`src/rtl/mem_access_ctrl_pkg.sv`:
```
// Shared definitions for the MEM-stage data-memory controller.
// Covers FSM state encodings, byte-enable codes and timeout sizing.
package mem_defs;

  localparam int unsigned STATE_W = 2;
  localparam int unsigned TMO_W   = 4;
  localparam int unsigned TIMEOUT = 15;

  localparam logic [STATE_W-1:0] IDLE = 2'd0;
  localparam logic [STATE_W-1:0] BUSY = 2'd1;
  localparam logic [STATE_W-1:0] DONE = 2'd2;

  localparam logic [1:0] BE_WORD = 2'b11;
  localparam logic [1:0] BE_LO   = 2'b01;
  localparam logic [1:0] BE_HI   = 2'b10;

endpackage

```
`src/rtl/mem_access_ctrl_if.sv`:
```
// Data-memory bus between the MEM-stage controller (master) and memory (slave).
interface mem_access_ctrl_if #(
  parameter int unsigned DATA_W = 16,
  parameter int unsigned ADDR_W = 16
);

  logic              mem_req;
  logic              mem_we;
  logic [1:0]        mem_be;
  logic [ADDR_W-1:0] mem_addr;
  logic [DATA_W-1:0] mem_wdata;
  logic [DATA_W-1:0] mem_rdata;
  logic              mem_ack;

  modport master (
    output mem_req, mem_we, mem_be, mem_addr, mem_wdata,
    input  mem_rdata, mem_ack
  );

  modport slave (
    input  mem_req, mem_we, mem_be, mem_addr, mem_wdata,
    output mem_rdata, mem_ack
  );

endinterface

```
`src/rtl/mem_access_ctrl_lane_fmt.sv`:
```
// Byte-lane formatting for the data-memory controller (combinational).
// It steers store data, generates byte enables, and selects and zero-extends load data.
module mem_lane_fmt
  import mem_defs::*;
#(
  parameter int unsigned DATA_W = 16
) (
  input  logic              memByte,
  input  logic              addrLsb,
  input  logic [DATA_W-1:0] wdata,
  output logic [1:0]        storeBe_c,
  output logic [DATA_W-1:0] storeData_c,
  input  logic [1:0]        loadBe,
  input  logic [DATA_W-1:0] rdata,
  output logic [DATA_W-1:0] loadData_c
);

  localparam int unsigned BYTE_W = 8;

  // Store side: byte stores replicate the low byte into both lanes.
  always_comb begin
    storeBe_c   = BE_WORD;
    storeData_c = wdata;
    if (memByte) begin
      storeBe_c   = addrLsb ? BE_HI : BE_LO;
      storeData_c = {(DATA_W / BYTE_W){wdata[BYTE_W-1:0]}};
    end
  end

  // Load side: the latched byte enable picks the lane to zero-extend.
  always_comb begin
    loadData_c = rdata;
    case (loadBe)
      BE_LO:   loadData_c = DATA_W'(rdata[BYTE_W-1:0]);
      BE_HI:   loadData_c = DATA_W'(rdata[2*BYTE_W-1:BYTE_W]);
      default: loadData_c = rdata;
    endcase
  end

endmodule

```
`src/rtl/mem_access_ctrl.sv`:
```
// MEM-stage data-memory controller: turns EX/MEM load/store controls into a
// req/ack bus transaction, stalls upstream while busy, and formats rd.
// Optional bus timeout is enabled with `define MEM_TIMEOUT_EN.
module mem_access_ctrl
  import mem_defs::*;
#(
  parameter int unsigned DATA_W = 16,
  parameter int unsigned ADDR_W = 16
) (
  input  logic              clk,
  input  logic              reset,
  input  logic              memRead,
  input  logic              memWrite,
  input  logic              memByte,
  input  logic              kill,
  input  logic [ADDR_W-1:0] addr,
  input  logic [DATA_W-1:0] wdata,
  mem_access_ctrl_if.master bus,
  output logic [DATA_W-1:0] rd,
  output logic              stall,
  output logic              bus_err
);

  logic [STATE_W-1:0] state;
  logic [STATE_W-1:0] stateNext;
  logic               start;
  logic               ackHit;
  logic               timeoutHit;
  logic               finish;
  logic [1:0]         storeBe;
  logic [DATA_W-1:0]  storeData;
  logic [DATA_W-1:0]  loadData;

  assign start  = (memRead | memWrite) & ~kill;
  assign ackHit = (state == BUSY) & bus.mem_ack;
  assign finish = ackHit | timeoutHit;

  mem_lane_fmt #(.DATA_W(DATA_W)) u_lane_fmt (
    .memByte     (memByte),
    .addrLsb     (addr[0]),
    .wdata       (wdata),
    .storeBe_c   (storeBe),
    .storeData_c (storeData),
    .loadBe      (bus.mem_be),
    .rdata       (bus.mem_rdata),
    .loadData_c  (loadData)
  );

  // State register.
  always_ff @(posedge clk or negedge reset) begin
    if (!reset) state <= IDLE;
    else        state <= stateNext;
  end

  // Next-state and combinational stall.
  always_comb begin
    stateNext = state;
    stall     = 1'b0;
    case (state)
      IDLE: begin
        if (start) begin
          stateNext = BUSY;
          stall     = 1'b1;
        end
      end
      BUSY: begin
        stall = 1'b1;
        if (finish) stateNext = DONE;
      end
      DONE:    stateNext = IDLE;
      default: stateNext = IDLE;
    endcase
    if (!reset) stall = 1'b0;
  end

  // Bus command registers: latched on start, held until completion.
  always_ff @(posedge clk or negedge reset) begin
    if (!reset) begin
      bus.mem_req   <= 1'b0;
      bus.mem_we    <= 1'b0;
      bus.mem_be    <= 2'b00;
      bus.mem_addr  <= '0;
      bus.mem_wdata <= '0;
    end else if ((state == IDLE) && start) begin
      bus.mem_req   <= 1'b1;
      bus.mem_we    <= memWrite;
      bus.mem_be    <= storeBe;
      bus.mem_addr  <= memByte ? addr : {addr[ADDR_W-1:1], 1'b0};
      bus.mem_wdata <= storeData;
    end else if ((state == BUSY) && finish) begin
      bus.mem_req   <= 1'b0;
    end
  end

  // Load result: only updated on a completed read.
  always_ff @(posedge clk or negedge reset) begin
    if (!reset)                    rd <= '0;
    else if (ackHit && !bus.mem_we) rd <= loadData;
  end

`ifdef MEM_TIMEOUT_EN
  logic [TMO_W-1:0] tmoCnt;

  // An ack in the same cycle as the last allowed wait wins over the timeout.
  assign timeoutHit = (state == BUSY) & ~bus.mem_ack & (tmoCnt == TMO_W'(TIMEOUT - 1));

  // Wait counter: zero outside BUSY, counts BUSY cycles without ack.
  always_ff @(posedge clk or negedge reset) begin
    if (!reset)                           tmoCnt <= '0;
    else if (state != BUSY)               tmoCnt <= '0;
    else if (!bus.mem_ack && !timeoutHit) tmoCnt <= tmoCnt + TMO_W'(1);
  end

  // Abort pulse, high for the DONE cycle after a timeout.
  always_ff @(posedge clk or negedge reset) begin
    if (!reset) bus_err <= 1'b0;
    else        bus_err <= timeoutHit;
  end
`else
  assign timeoutHit = 1'b0;
  assign bus_err    = 1'b0;
`endif

endmodule
```
`src/flat_wrapper.sv`:
```
// flat-port wrapper written by rule: the top's interface ports become plain ports
module mem_access_ctrl_flat import mem_defs::*;
#(
  parameter int unsigned DATA_W = 16,
  parameter int unsigned ADDR_W = 16
)
  (clk, reset, memRead, memWrite, memByte, kill, addr, wdata, rd, stall, bus_err, bus_mem_req, bus_mem_we, bus_mem_be, bus_mem_addr, bus_mem_wdata, bus_mem_rdata, bus_mem_ack);
  mem_access_ctrl_if #(.DATA_W(DATA_W), .ADDR_W(ADDR_W)) bus_i ();
  input  logic clk;
  input  logic reset;
  input  logic memRead;
  input  logic memWrite;
  input  logic memByte;
  input  logic kill;
  input  logic [ADDR_W-1:0] addr;
  input  logic [DATA_W-1:0] wdata;
  output logic [DATA_W-1:0] rd;
  output logic stall;
  output logic bus_err;
  output wire logic [$bits(bus_i.mem_req)-1:0] bus_mem_req;
  output wire logic [$bits(bus_i.mem_we)-1:0] bus_mem_we;
  output wire logic [$bits(bus_i.mem_be)-1:0] bus_mem_be;
  output wire logic [$bits(bus_i.mem_addr)-1:0] bus_mem_addr;
  output wire logic [$bits(bus_i.mem_wdata)-1:0] bus_mem_wdata;
  input wire logic [$bits(bus_i.mem_rdata)-1:0] bus_mem_rdata;
  input wire logic [$bits(bus_i.mem_ack)-1:0] bus_mem_ack;
  assign bus_mem_req = bus_i.mem_req;
  assign bus_mem_we = bus_i.mem_we;
  assign bus_mem_be = bus_i.mem_be;
  assign bus_mem_addr = bus_i.mem_addr;
  assign bus_mem_wdata = bus_i.mem_wdata;
  assign bus_i.mem_rdata = bus_mem_rdata;
  assign bus_i.mem_ack = bus_mem_ack;
  mem_access_ctrl #(.DATA_W(DATA_W), .ADDR_W(ADDR_W)) u_core (.clk(clk), .reset(reset), .memRead(memRead), .memWrite(memWrite), .memByte(memByte), .kill(kill), .addr(addr), .wdata(wdata), .bus(bus_i), .rd(rd), .stall(stall), .bus_err(bus_err));
endmodule
```
`config.mk`:
```
export PLATFORM = sky130hd
export DESIGN_NAME = mem_access_ctrl_flat
export DESIGN_NICKNAME = d
export VERILOG_FILES = /design/src/rtl/mem_access_ctrl_pkg.sv /design/src/rtl/mem_access_ctrl_if.sv /design/src/rtl/mem_access_ctrl_lane_fmt.sv /design/src/rtl/mem_access_ctrl.sv /design/src/flat_wrapper.sv
export SDC_FILE = /design/constraint.sdc
export NUM_CORES = 1
export LEC_CHECK = 0
export CELL_PAD_IN_SITES_DETAIL_PLACEMENT = 1
export CELL_PAD_IN_SITES_GLOBAL_PLACEMENT = 1
export CORE_UTILIZATION = 34
export DETAILED_ROUTE_END_ITERATION = 10
export GPL_TIMING_DRIVEN = 0
export HOLD_SLACK_MARGIN = 0.12
export PLACE_DENSITY = 0.82
export SYNTH_ARGS = -nofsm -noshare
export SYNTH_HDL_FRONTEND = slang
export SYNTH_SLANG_ARGS = --single-unit
```
`constraint.sdc`:
```
create_clock -name clk -period 3.8 [get_ports clk]
set_input_delay 0.57 -clock clk [delete_from_list [all_inputs] [get_ports clk]]
set_output_delay 0.57 -clock clk [all_outputs]
set_load 0.02 [all_outputs]
```
Word level (Yosys, flattened, before mapping)
Cells that the tools add are included.
{"block": "word_totals", "ramBits": 0, "regBits": 54, "mem_bits_ro": 0, "mem_count": 0, "latch_bits": 0, "wordCells": 36, "out_inout_bits": 54, "inputBits": 55}
{"block": "op_classes", "reduce_logical": 7, "multipliers": 0, "n_bitwise": 4, "mux": 13, "div": 0, "n_eq_ne": 5, "shifts": 0, "addsub": 0, "magnitude_cmp": 0}
{"op": "16-bit case mux with 2 select lines", "count": 1}
{"op": "16-bit 2-to-1 mux", "count": 1}
{"op": "2-bit 2-to-1 mux", "count": 4}
{"op": "1-bit 2-to-1 mux", "count": 5}
{"op": "2-bit by 1-bit equality test with 1-bit output (second input constant)", "count": 2}
{"op": "2-bit by 1-bit inequality test with 1-bit output (second input constant)", "count": 2}
{"op": "2-bit case mux with 2 select lines", "count": 1}
{"op": "1-bit logical AND", "count": 3}
{"op": "1-bit bitwise AND", "count": 2}
{"op": "2-bit equality test (second input constant)", "count": 1}
{"op": "2-bit zero test", "count": 1}
{"op": "1-bit case mux with 2 select lines", "count": 1}
{"op": "2-bit AND reduction", "count": 1}
{"op": "2-bit nonzero test", "count": 1}
{"op": "1-bit zero test", "count": 1}
{"op": "1-bit inverter", "count": 1}
{"op": "1-bit OR", "count": 1}

Longest topological paths before layout
Gate-level depths: netlist of run 1.
{"block": "logic_depth", "ltp_word": 5, "depth_mapped": 7, "mapped_depth_nobuf": 5}

Cells and area by module
From an unflattened synthesis of run 1, not the netlist that was laid out.
{"block": "hier_totals", "hier_cells": 168, "area_unflattened_um2": 2536.2}
{"module": "mem_access_ctrl", "cells_per_inst": 125, "n_inst": 1, "seq_area_each_um2": 1351.3, "area_each_um2": 2179.6}
{"module": "mem_lane_fmt", "cells_per_inst": 43, "n_inst": 1, "seq_area_each_um2": 0.0, "area_each_um2": 356.6}

Least setup slack after synthesis of run 1
Ideal clock, no wire load.
{"block": "synth_path", "path_type": "input to output", "start": "in kill", "end": "out stall", "required_time_ps": 3230, "path_stages": 3, "setup_slack_ps": 1877, "arrival_time_ps": 1353, "path_buffers": 0, "cell_sequence": "o21bai_1 nor2b_1 nor3b_1"}
{"block": "synth_via", "elab_chain_len": 5}
{"element": "start, declared", "line": "flat_wrapper.sv:14", "source": "input logic kill;"}
{"element": "1-bit inverter", "line": "mem_access_ctrl.sv:34", "source": "assign start = (memRead | memWrite) & ~kill;"}
{"element": "1-bit bitwise AND", "line": "mem_access_ctrl.sv:34"}
{"element": "1-bit 2-to-1 mux", "line": "mem_access_ctrl.sv:61", "source": "if (start) begin"}
{"element": "1-bit case mux with 2 select lines", "line": "mem_access_ctrl.sv:59", "source": "case (state)"}
{"element": "1-bit 2-to-1 mux", "line": "mem_access_ctrl.sv:73", "source": "if (!reset) stall = 1'b0;"}
{"element": "end, declared", "line": "flat_wrapper.sv:18", "source": "output logic stall;"}
Every way passes these cells.

Worst setup path after layout of run 1
{"block": "layout_path", "start": "in reset", "end": "out stall"}
{"block": "layout_via", "elab_chain_len": 1}
{"element": "start, declared", "line": "flat_wrapper.sv:10", "source": "input logic reset;"}
{"element": "1-bit 2-to-1 mux", "line": "mem_access_ctrl.sv:73"}
Every way passes these cells.

==> run summary, run 1 <==
Outcome: finished, final reports clean
Area Overhead vs Synth: 53.7%
Place WS: 0.954 ns
Setup slack after layout: 1.03 ns
Final worst path period share: 72.8%
Cell Chain, Critical Path: buf_2 -> buf_12 -> nor3b_1 -> clkdlybuf4s50_1
Num rows: 30
Warnings, synthesis: 0
Pwr Density: 685 mW/mm2
CTS Buf Count: 5
Max-cap violations: 0
Worst-Margin Slew: 0.656 ns
Fin Hold WS: 0.289 ns
Die Span Y: 86.1 um
Syn Inst Count: 180
Cts hold-fix bufs: 0
CP Max Fanout: 28
Reg2reg start: u_core.bus.mem_be[0]
Crit. Startpoint: reset
GRT overflow: 0
Unique masters post-synth: 26
Largest net degree at the start of global routing: 29
Syn_nets: 237
Die W: 86.1 um
Max Freq: 361 MHz
Via count: 1786
Reg2reg setup slack: 1.81 ns
Initial Utilization: 35.2%
Buf/Inv on CP: 3
Final ANT Viol Nets: 0
Share of cells above drive strength 1: 20.0%
Commonest non-fill, non-tap cell in the layout: clkdlybuf4s50_1
Most frequent cells in the layout: clkdlybuf4s50_1 (105), dfrtp_1 (54), mux2_4 (26), nand2_1 (17), nor2_1 (17)
P_leak: 0.00166 uW
Skew-Pair Late Insertion Delay: 0.30 ns
Core area: 0.00683 mm2
Vias in the first global route: 1880
Worst setup SP type: input port
CTS tree: yes
Final worst clock skew: 0.00619 ns
Worst path top cell family by delay: buffers and inverters
Nets: 351
Setup violators final: 0
Initial antenna violation count: 0
Worst min path class: input port to async pin
Critical path depth: 4
Post-cts resize count: 0
Slowest CP cell: clkdlybuf4s50_1
Drt first pass iters: 4
Share of the synthesized area in the top cell type: 56.2%
Async S/R FF share, synth: 100%
First-pass GRT wire length: 9600 um
Reg2Reg Depth: 7
Req. time, crit path: 3.23 ns
Port bufs: 106
Root buffer cell: clkbuf_8
Worst-path clk slew: 0.10 ns
Average routed wire per standard cell: 15.3 um
Via density: 4.57
Synth area leaders: dfrtp_1 (56%), mux2_4 (16%), mux2_2 (7.0%), a221oi_1 (2.9%), nand2_1 (2.7%)
Number of synthesized flops with an enable pin: 0
Tmin final: 2.77 ns
RSZ-0062 raised after global routing: false
Diode count: 0
Synth Flop Type: dfrtp_1
Tot Pwr: 2530 uW
R2r endpoint: u_core.rd[3]
Post-route DRC violation count: 0
GP Congestion: 0.751
Avg Inst Size Synth: 13.4 um2
Mapped cell area: 0.00241 mm2
Final Hold Vio Count: 0
1st-iter DRT viols: 68
Worst stage delay on the critical path: 0.63 ns
Register area share after synthesis: 56.2%
Worst Setup EP: stall
Post-CTS Setup Bufs: 0
Critical setup path kind: input port to output port
CTS Sinks: 54
Fillers: 735
Die Area: 0.00742 mm2
Detailed-route wire length: 5980 um
Final Max Slew Viols: 0
H-tree depth: 2
Arrival @ worst endpoint: 2.20 ns
Worst vdd ir: 278 uV
DP HPWL: 4580 um
Critical path endpoint category: output port
Max Root-Sink Buffers: 2
Final Core Density: 54.1%
Synth area leader: dfrtp_1
Gr usage total: 16.9%
Rel. slew slack: 56.2%
IO Count: 109
Synthesized flop and latch total: 54
## Yosys cell counts (all sizes together) (2+ instances only)
library cell   n
mux2          41
a221oi         8
inv            5
ha             2
nor2b          3
dfrtp         54
mux2i          2
nand3          8
nand2         17
buf            7
nor2          17
o21ai          2
clkbuf         6
## flip-flops by register name (all words and copies together), names as in the netlist
register / cells
u_core.bus.mem_addr: 16
u_core.bus.mem_be: 2
u_core.bus.mem_req: 1
u_core.bus.mem_wdata: 16
u_core.bus.mem_we: 1
u_core.rd: 16
u_core.state: 2
## how the worst min path moves through the flow
stage	slack [ns]	startpoint	endpoint
6_report	0.29	reset	u_core.rd[5]
5_1_grt	0.31	reset	u_core.rd[5]
4_1_cts	0.30	reset	u_core.rd[5]
3_5_place_dp	0.46	u_core.rd[11]	u_core.rd[11]
3_3_place_gp	0.45	u_core.rd[9]	u_core.rd[9]
2_1_floorplan	0.27	reset	u_core.bus.mem_addr[0]
## routing by layer
layer | wire, um | vias up | track usage, %
li1 | - | 841 | -
met1 | 2550 | 864 | 21.0
met2 | 2880 | 77 | 28.7
met3 | 510 | 4 | 5.58
met4 | 31 | 0 | 3.64
met5 | 0 | - | 0
## final cells by class
cell class	count	area (um2)	area share, %
flip-flops and latches	54	1350	36.5
plain buffers	13	106	2.88
clock inverters	2	12.5	0.338
inverters	5	18.8	0.508
multi-input cells	108	930	25.1
repair buffers	107	1080	29.1
clock buffers	6	82.6	2.23
well taps	96	120	3.25
## through the flow
stage	std cells	instance area, um2	TNS (ns)
2_1_floorplan	180	2410	0
3_3_place_gp	382	3590	-0.619
3_5_place_dp	383	3600	0
4_1_cts	391	3700	0
5_1_grt	391	3700	0
6_report	391	3700	0
## power breakdown
part	total (uW)	internal [uW]	switching, uW	leakage (uW)
Sequential	930	801	129	0.000638
Combinational	1270	681	591	0.000977
Clock	330	147	183	0.0000472
Total	2530	1630	903	0.00166
## worst reg2reg max path, delay by kind of cell, from the launching register on
kind / cells / cell delay, ns
flops: 1 / 0.41
simple gates: 2 / 0.37
buf+inv: 3 / 0.45
compound gates: 1 / 0.37
fa+ha+maj: 1 / 0.28
## cells by family after synthesis
family | count (synthesis) | share of synthesized area [%]
AO/OA/AOI/OAI | 11 | 3.64
adder cells (fa/ha/maj) | 2 | 1.04
buffers and inverters | 18 | 5.20
flip-flops | 54 | 56.2
multiplexers | 43 | 24.1
other | 1 | 0.156
AND/OR/NAND/NOR | 51 | 9.73
Power figures use the tool's default switching activity.
==> run 2: changes to the inputs <==
- CORE_UTILIZATION: 34 -> 29
- PLACE_DENSITY: 0.82 -> 0.74
- clock period: 3.8 -> 2.3 ns (I/O delays scaled with it)
==> run 2 against run 1 <==
Sequential share of layout area down 1.1 points. Clock skew is 0.0026 ns lower. Setup slack worse by 0.76 ns. Combinational power up 66%. Core utilization decreased by 5.9 points. Sequential power rose by 66%. Register-to-register slack lost 1.5 ns. Flip-flop and latch count unchanged. Global-route usage fell by 1.8 points. First-iteration DRC count decreased by 34%. Clock power grew 99%. Clock-buffer cell count did not move. Critical path type is now flop to flop. Largest cell class unchanged.
==> run summary, run 2 (same netlist as run 1, synthesis figures left out) <==
Max Root-Sink Buffers: 2
Worst-path clk slew: 0.10 ns
Area Overhead vs Synth: 58.2%
Pwr Density: 1130 mW/mm2
Max Freq: 494 MHz
CP Max Fanout: 10
Gr usage total: 15.1%
Largest net degree at the start of global routing: 30
Worst vdd ir: 420 uV
Port bufs: 106
Slowest CP cell: dfrtp_1
Die W: 93.1 um
Tot Pwr: 4310 uW
Critical setup path kind: flop to flop
Worst min path class: flop to flop
Num rows: 32
First-pass GRT wire length: 10100 um
Rel. slew slack: 63.5%
Outcome: finished, final reports clean
Detailed-route wire length: 6250 um
CTS tree: yes
IO Count: 109
Final Max Slew Viols: 0
Worst-Margin Slew: 0.548 ns
Finished Layout Cells: 401
Buf/Inv on CP: 3
Final Core Density: 48.3%
Post-place instance area: 0.00361 mm2
Worst path top cell family by delay: flip-flops
RSZ-0062 raised after global routing: false
Worst stage delay on the critical path: 0.44 ns
Arrival @ worst endpoint: 2.21 ns
Max-cap violations: 0
GP Congestion: 0.743
Via count: 1815
H-tree depth: 2
CTS Sinks: 54
Commonest non-fill, non-tap cell in the layout: clkdlybuf4s50_1
Fin area: 0.00381 mm2
DP HPWL: 4620 um
DP Cell Count: 389
Final ANT Viol Nets: 0
Share of cells above drive strength 1: 20.4%
Worst setup SP type: flop
Nets: 356
Final Hold Vio Count: 0
Top flop regs: u_core.bus.mem_addr x16, u_core.bus.mem_wdata x16, u_core.rd x16
Diode count: 0
Tmin final: 2.02 ns
Die Area: 0.00866 mm2
Initial Utilization: 30.5%
Fin Hold WS: 0.479 ns
Root buffer cell: clkbuf_8
Skew-Pair Late Insertion Delay: 0.30 ns
Drt first pass iters: 3
Req. time, crit path: 2.49 ns
P_leak: 0.00172 uW
Initial antenna violation count: 0
Average routed wire per standard cell: 15.6 um
Fillers: 827
Setup violators final: 0
Vias in the first global route: 1971
Post-route DRC violation count: 0
Most frequent cells in the layout: clkdlybuf4s50_1 (104), dfrtp_1 (54), mux2_4 (26), nand2_1 (17), nor2_1 (17)
GRT overflow: 0
1st-iter DRT viols: 45
Via density: 4.53
CTS Buf Count: 5
Die Span Y: 93.1 um
Core area: 0.00789 mm2
Final worst path period share: 88.0%
Cell Chain, Critical Path: inv_1 -> ha_1 -> buf_2 -> or2_2 -> clkbuf_1 -> a221oi_1 -> nor2_1
Final worst clock skew: 0.00363 ns
Critical path endpoint category: flop
run 2: worst min-delay path, cell delays in order (launching register included):
cell,delay (ns)
dfrtp_1,0.35
nand2_1,0.05
nand2_1,0.05
run 2: final timing paths:
path,start,end,slack (ns),depth (start not counted)
max in group asynchronous,reset,u_core.bus.mem_addr[2],0.92,5
max,u_core.bus.mem_be[0],u_core.rd[1],0.28,7
max reg2reg,u_core.bus.mem_be[0],u_core.rd[1],0.28,7
min,u_core.rd[13],u_core.rd[13],0.48,2
min in group asynchronous,reset,u_core.bus.mem_be[0],0.63,4
min reg2reg,u_core.rd[13],u_core.rd[13],0.48,2
run 2: cell type report:
cell class                 count  area (um2)  share of cell area [%]
tap                          102         128                    3.35
inverter                       5        18.8                   0.493
clock buffer                   6        82.6                    2.17
buffer                        13         106                    2.79
timing repair buffer         112        1160                    30.5
sequential                    54        1350                    35.5
clock inverter                 1        30.0                   0.789
multi-input combinational    108         930                    24.4
run 2: timing repair:
action                                  4_1_cts  5_1_grt
resized for setup                             1        1
setup buffers                                 0        0
hold buffers                                  5        0
hold endpoints to repair                     25        0
endpoints found under the setup margin        1        1
run 2: routing by layer:
metal	wire, um	GRT usage (%)	up-vias
met1	2710	19.1	883
met5	0	0	-
met2	2940	24.5	79
met4	108	5.13	0
met3	498	4.55	11
li1	-	-	842
run 2: report_power, final:
part | switching, uW | internal (uW)
logic | 974 | 1140
registers | 217 | 1320
clock network | 308 | 349
run 2: per-stage QoR:
| stage | setup slack (ns) | TNS, ns |
|---|---|---|
| 2_1_floorplan | 0.421 | 0 |
| 5_1_grt | 0.197 | 0 |
| 3_3_place_gp | -1.69 | -50.01 |
| 4_1_cts | 0.0235 | 0 |
| 3_5_place_dp | -0.0882 | -0.0882 |
| 6_report | 0.276 | 0 |
==> run 3: changes to the inputs <==
- CORE_MARGIN: not set -> 4
==> run 3 against run 2 <==
Flip-flop and latch count unchanged. Final area decreased by 2.0%. Global-route usage decreased by 2.2 points. Critical path type unchanged. Clock skew increased by 0.0051 ns. Non-clock buffer count decreased by 2.
==> run summary, run 3 (same netlist as run 1, synthesis figures left out) <==
Outcome: finished, final reports clean
Average routed wire per standard cell: 16.0 um
Die W: 99.1 um
Slowest CP cell: dfrtp_1
Final worst clock skew: 0.00869 ns
Setup violators final: 0
CTS tree: yes
Worst stage delay on the critical path: 0.41 ns
GRT busiest layer: met2
H-tree depth: 2
RSZ-0062 raised after global routing: false
M1 GR Usage: 15.7%
Largest net degree at the start of global routing: 33
Buf/Inv on CP: 3
Initial antenna violation count: 0
Req. time, crit path: 2.49 ns
Arrival @ worst endpoint: 2.14 ns
R2r endpoint: u_core.rd[1]
Commonest non-fill, non-tap cell in the layout: clkdlybuf4s50_1
Post-place instance area: 0.00361 mm2
Tmin final: 1.95 ns
Gr usage total: 12.9%
Worst setup SP type: flop
CTS Buf Count: 5
Num rows: 32
Root buffer cell: clkbuf_8
Drt first pass iters: 3
Post-route DRC violation count: 0
GRT overflow: 0
Reg2Reg Depth: 7
1st-iter DRT viols: 33
Die Span Y: 99.1 um
IO Count: 109
Reg2reg start: u_core.bus.mem_be[0]
GP Congestion: 0.760
Via count: 1800
Critical path endpoint category: flop
Max Root-Sink Buffers: 2
Diode count: 0
CTS Sinks: 54
Final Hold Vio Count: 0
Tot Pwr: 4150 uW
Hold Startpoint: u_core.rd[8]
Area Overhead vs Synth: 55.1%
Skew-Pair Late Insertion Delay: 0.30 ns
Final Core Density: 47.3%
First-pass GRT wire length: 10100 um
P_leak: 0.00169 uW
Worst vdd ir: 398 uV
Final Max Slew Viols: 0
Max Freq: 512 MHz
Max-cap violations: 0
DP HPWL: 4870 um
Grt met3 use: 5.52%
Hold EP: u_core.rd[8]
Core area: 0.00789 mm2
Fin Hold WS: 0.470 ns
Initial Utilization: 30.5%
Place WS: -0.119 ns
Setup slack after layout: 0.348 ns
Top flop regs: u_core.bus.mem_addr x16, u_core.bus.mem_wdata x16, u_core.rd x16
Rel. slew slack: 28.2%
Port bufs: 106
Final worst path period share: 84.9%
Reg2reg setup slack: 0.35 ns
Die Area: 0.00982 mm2
Worst-Margin Slew: 1.07 ns
Via density: 4.51
Detailed-route wire length: 6370 um
Worst min path class: flop to flop
Fillers: 843
Nets: 354
Critical setup path kind: flop to flop
Most frequent cells in the layout: clkdlybuf4s50_1 (104), dfrtp_1 (54), mux2_4 (26), nand2_1 (17), nor2_1 (17)
Share of cells above drive strength 1: 19.2%
Vias in the first global route: 1972
Cell Chain, Critical Path: inv_1 -> ha_1 -> buf_2 -> or2_2 -> clkbuf_1 -> a221oi_1 -> nor2_1
Final ANT Viol Nets: 0
Fin area: 0.00373 mm2
Pwr Density: 1110 mW/mm2
Worst path top cell family by delay: buffers and inverters
CP Max Fanout: 10
Hold Crit Depth: 2
Met2 Use GR: 21.2%
Worst-path clk slew: 0.10 ns
## run 3: cell types whose count changed in the layout (fill, tap and decap cells not counted), sizes merged
cell,before,now
bufinv,1,0
buf,12,10
clkbuf,12,13
## run 3: how the worst max path moves through the flow
| stage | from | end | slack (ns) | depth (start not counted) |
|---|---|---|---|---|
| floorplan | u_core.bus.mem_be[0] | u_core.rd[0] | 0.42 | 7 |
| global placement | reset | stall | -1.78 | 3 |
| detailed placement | reset | stall | -0.12 | 4 |
| CTS | memWrite | stall | 0.004 | 5 |
| global route | u_core.bus.mem_be[0] | u_core.rd[7] | 0.21 | 7 |
| finish | u_core.bus.mem_be[0] | u_core.rd[1] | 0.35 | 7 |
## run 3: timing repair
item	CTS	global route
endpoints found under the setup margin	1	1
resized for setup	1	1
endpoints found under the hold margin	22	0
pin swaps	0	0
cloned	0	0
hold buffers	3	0
buffers inserted	0	0
## run 3: power by group
| part | internal [uW] | switching, uW |
|---|---|---|
| sequential | 1320 | 213 |
| combinational | 1130 | 980 |
| clock | 211 | 296 |
| total | 2660 | 1490 |
## run 3: final cells by class
| type | instances | area (um2) | area share, % |
|---|---|---|---|
| repair buffers | 110 | 1120 | 30.0 |
| clock buffers | 7 | 76.3 | 2.05 |
| flip-flops and latches | 54 | 1350 | 36.2 |
| inverters | 5 | 18.8 | 0.503 |
| multi-input cells | 108 | 930 | 24.9 |
| well taps | 102 | 128 | 3.42 |
| plain buffers | 13 | 106 | 2.85 |
## run 3: metrics by stage
stage | instances | setup TNS, ns
5_1_grt | 399 | 0
4_1_cts | 399 | 0
6_report | 399 | 0
3_3_place_gp | 388 | -52.15
2_1_floorplan | 180 | 0
3_5_place_dp | 389 | -0.119
## run 3: routing by layer
layer,part of all wire [%],up-vias
li1,-,843
met1,43,872
met2,46,78
met3,11,7
met4,0.77,0
met5,0,-
## run 3: tightest hold or removal path: stages, from the launching register on
cell and delay [ns]:
dfrtp_1 0.35, nand2_1 0.05, nand2_1 0.05
